==> config.mk <==
export PLATFORM = sky130hd
export DESIGN_NAME = gray_counter
export DESIGN_NICKNAME = d
export VERILOG_FILES = /design/src/rtl/gray_counter.sv
export SDC_FILE = /design/constraint.sdc
export NUM_CORES = 1
export LEC_CHECK = 0
export ABC_AREA = 1
export CAP_MARGIN = 25
export CORE_AREA = 3 3 40 42
export CTS_BUF_LIST = sky130_fd_sc_hd__clkbuf_4 sky130_fd_sc_hd__clkbuf_8
export CTS_CLUSTER_SIZE = 12
export DETAILED_ROUTE_END_ITERATION = 8
export DIE_AREA = 0 0 43 45
export GPL_TIMING_DRIVEN = 0
export PLACE_DENSITY = 0.6
export SETUP_SLACK_MARGIN = 0.4
export SLEW_MARGIN = 20
export SYNTH_ARGS = -nofsm -noshare
export SYNTH_HDL_FRONTEND = slang
export SYNTH_SLANG_ARGS = --single-unit
==> constraint.sdc <==
create_clock -name clk -period 1.25 [get_ports clk]
set_input_delay 0.3125 -clock clk [delete_from_list [all_inputs] [get_ports clk]]
set_output_delay 0.3125 -clock clk [all_outputs]
set_load 0.05 [all_outputs]
==> src/rtl/gray_counter.sv <==
// Free-running binary up-counter with synchronous parallel load.
// The output is a registered Gray-code view of the count.
module gray_counter #(
  parameter int WIDTH = 4
) (
  input  logic             clk,
  input  logic             reset,
  input  logic [WIDTH-1:0] data_in,
  input  logic             load_en,
  output logic [WIDTH-1:0] out
);

  logic [WIDTH-1:0] count;
  logic [WIDTH-1:0] count_next_s;
  logic [WIDTH-1:0] gray_next_s;

  function automatic logic [WIDTH-1:0] bin_to_gray(input logic [WIDTH-1:0] bin);
    return bin ^ (bin >> 1);
  endfunction

  // Next binary count: load has priority over the unconditional increment.
  always_comb begin
    count_next_s = count;
    if (load_en) begin
      count_next_s = data_in;
    end else begin
      count_next_s = count + WIDTH'(1);
    end
  end

  // Gray encoding of the next count, so out is registered with no added latency.
  always_comb begin
    gray_next_s = bin_to_gray(count_next_s);
  end

  // Count and Gray output registers, cleared asynchronously by reset.
  always_ff @(posedge clk or negedge reset) begin
    if (!reset) begin
      count <= {WIDTH{1'b0}};
      out   <= {WIDTH{1'b0}};
    end else begin
      count <= count_next_s;
      out   <= gray_next_s;
    end
  end

endmodule

* Word level (Yosys, flattened, before mapping) *
Cells that the tools add are included.
W data, S select, Z words.

storage, ports and cells
  output and inout bits = 4
  bits in registers = 8

operators by class
  mux-type cells = 1
  bitwise logic cells = 1
  add/subtract/negate cells = 1

operators with widths
  cell                   number
  $add A4 B1 Y4 const B  1
  $mux W4                1
  $xor A4 B3 Y4          1

* Logic depth before layout (Yosys ltp) *
  word-level depth = 3
  gate-level depth with buffers = 7
  gate-level depth less buffers = 7

* Worst setup path before layout *
Ideal clock, no wire load.

  path kind = flip-flop to flip-flop
  start point = register count[0]
  end point = register out[1]
  cell stages (with the launch flop) = 7
  arrival time = 994 ps
  setup time = 124 ps
  period minus slack after synthesis = 1119 ps
  slack = 131 ps
  cell sequence = dfrtp_1 > ha_1 > inv_1 > nand2_1 > nand3_1 > nand2_1 > xor2_1

between the ends
  word-level cells in the longest chain between the ends = 3

ends and longest elaborated chain
  item                      line  RTL
  start: declaration        13    logic [WIDTH-1:0] count;
  start signal: assignment  39    count <= {WIDTH{1'b0}};
  start signal: assignment  42    count <= count_next_s;
  $add A4 B1 Y4             27    count_next_s = count + WIDTH'(1);
  $mux W4                   24    if (load_en) begin
  net count_next_s[2]       14    logic [WIDTH-1:0] count_next_s;
  $xor A4 B3 Y4             18    return bin ^ (bin >> 1);
  net gray_next_s[1]        15    logic [WIDTH-1:0] gray_next_s;
  end signal: assignment    40    out <= {WIDTH{1'b0}};
  end signal: assignment    43    out <= gray_next_s;
  end: declaration          10    output logic [WIDTH-1:0] out

The timed path passes the listed nets, and every way through them passes these cells.

==> impl_metrics.tcl <==
set metrics [dict create \
    wl_um 756 \
    path_clk_slew_ns 0.05 \
    dr.first_iter.drc_count 1 \
    gp_congestion 0.644 \
    hold_viol 0 \
    synth_nets 51 \
    slew_violations 0 \
    start_kind "flop" \
    finalSetupViolCount 0 \
    mostFrequentLayoutCell "nand2_1" \
    htreeDepth 1 \
    cp.arrival_ns 0.90 \
    synth-simple-area-share_pct 34.0 \
    cts_buffers 3 \
    maxCapViolCount 0 \
    cts_max_path_buffers 2 \
    cpLargestDelayFamily "flip-flops" \
    critPathMaxFanout 2 \
    pre_cts_slack_ns -0.325 \
    min_path_type "input port to asynchronous set/reset pin" \
    synth_compound_area_share_pct 1.42 \
    grt_pass1_vias 308 \
    period_minus_slack_ns 1.21 \
    rr_startpoint "count[0]" \
    drc_errors 0 \
    cts_root_buf "clkbuf_4" \
    synth-xor-area-share_pct 4.96 \
    tightest_slew_ns 0.298 \
    seq_area_frac_synth_pct 49.6 \
    synth_top_family_by_area "simple AND/OR/NAND/NOR gates" \
    ioPinCount 11 \
    synthMuxAreaShare_pct 0 \
    clock-sinks 7 \
    syn_to_final_growth_pct 70.6 \
    core_region_area_um2 1280 \
    skew_ns 0.00632 \
    grt_remaining_overflow 0 \
    rows 13 \
    dieArea_um2 1940 \
    ys_ff_latch 7 \
    cp.buffers_inverters 2 \
    post-route-util_pct 46.8 \
    grt_max_degree 8 \
    min_period_over_period_pct 97.0 \
    vias_per_cell 4.36 \
    ant_nets 0 \
    power.leakage_nw 0.276 \
    crit_type "flop to output pin" \
    cp_common_cell "buf_6" \
    critical_path.max_stage_delay_ns 0.38 \
    die_h_um 45 \
    finalSetupTns_ns 0 \
    initial_core_util_pct 27.5 \
    crit_required_ns 0.94 \
    slew_headroom_pct 80.1 \
    status "finished, final reports clean" \
    diodes 0 \
    synth_fa_ha_area_share_pct 3.55 \
    syn-mean-instance-area_um2 8.21 \
    grt_pass1_wl_um 1290 \
    yosysWarnings 0 \
    gr-usage-all-layers_pct 9.50 \
    synth_area_um2 353 \
    fill_cells 129 \
    setup_ws_ns 0.0373 \
    routedWlPerCell_um 10.1 \
    drive_above_1_share_pct 51.7 \
    rsz0062_at_grt "yes" \
    antenna_found_initial 0 \
    fmax_mhz 825 \
    die_w_um 43 \
    power.density_nw_per_um2 1440 \
    cp-end-kind "output pin" \
    mostFrequentLayoutCells "11 x nand2_1, 7 x buf_6, 5 x nand2_2, 5 x dfrtp_2, 5 x clkdlybuf4s50_1" \
    reg2reg_slack_ns 0.15 \
    final_net_count 69 \
    cts_tree "yes" \
    io_buffer_count 10 \
    worstPathCellList "buf_6 > buf_6" \
    synthCells 43 \
    holdBufCountCts 0 \
    dr.pass1.iters 2 \
    crit_start "count[3]" \
    ys_types 11 \
    irDropWorstVdd_mv 0.728 \
    clk_latency_ns 0.26 \
    slowest_stage "dfrtp_1" \
    dp_hpwl_um 535 \
    vias 327 \
]
[synth_stat cells, drive strengths merged]
library cell,number,area [um^2]
buf,1,7.51
nand3,7,35.0
nand4,2,12.5
inv,4,15.0
nand2,16,60.1
dfrtp,7,175
ha,1,12.5
or2,2,12.5
xor2,2,17.5
o21ai,1,5.00
[per-stage QoR]
step	hold WS, ns	area [um^2]	instances	power (mW)
final	0.298	602	75	0.869
after floorplan	0.0169	374	43	0.477
after CTS	0.300	587	75	0.867
after global routing	0.320	602	75	0.920
after global placement	0.585	493	68	0.570
after detailed placement	0.588	493	68	0.574
[cell type report]
| type | count | area [um^2] | area share, % |
|---|---|---|---|
| clock buffers | 4 | 30.0 | 4.99 |
| well taps | 15 | 18.8 | 3.12 |
| flip-flops and latches | 7 | 181 | 30.1 |
| repair buffers | 13 | 134 | 22.2 |
| inverters | 4 | 15.0 | 2.49 |
| multi-input cells | 31 | 211 | 35.1 |
| plain buffers | 1 | 11.3 | 1.87 |
[layer usage]
| layer | track usage, % | wire length, um | up-vias |
|---|---|---|---|
| met3 | 4.78 | 42 | 3 |
| met5 | 0 | 0 | - |
| li1 | - | - | 173 |
| met2 | 15.9 | 395 | 8 |
| met4 | 5.42 | 16 | 0 |
| met1 | 9.65 | 302 | 143 |
[worst register-to-register path: stages, from the launching register on]
cell and delay, ns:
dfrtp_2 0.43, ha_4 0.18, inv_2 0.05, nand2_2 0.05, nand3_2 0.06, nand2_2 0.07, xor2_1 0.14
[final timing paths]
kind	to	cells past startpoint
worst max-delay path	out[3]	2
worst min-delay path	count[3]	1
worst max register to register	out[1]	6
worst min register to register	count[0]	2
max in group asynchronous	count[1]	1
min in group clk	count[0]	2
[registers in the layout, summed over array words and instances (netlist names)]
name,count
out,3
count,4
[power by group]
part	switching, mW	leakage (nW)	internal [mW]
clock	0.0915	0.0184	0.144
combinational	0.191	0.179	0.141
sequential	0.0316	0.0780	0.270
[repair_timing]
action,in CTS,in global routing
pin swaps,3,1
gates cloned,0,0
setup endpoints to repair,11,11
setup buffers,3,0
resized for setup,40,5
[logic make-up after synthesis]
logic type	Yosys count
simple gates	27
flops	7
buf+inv	5
xor+xnor	2
compound gates	1
fa+ha+maj	1
No activity file was read; power rests on OpenSTA's default activity.
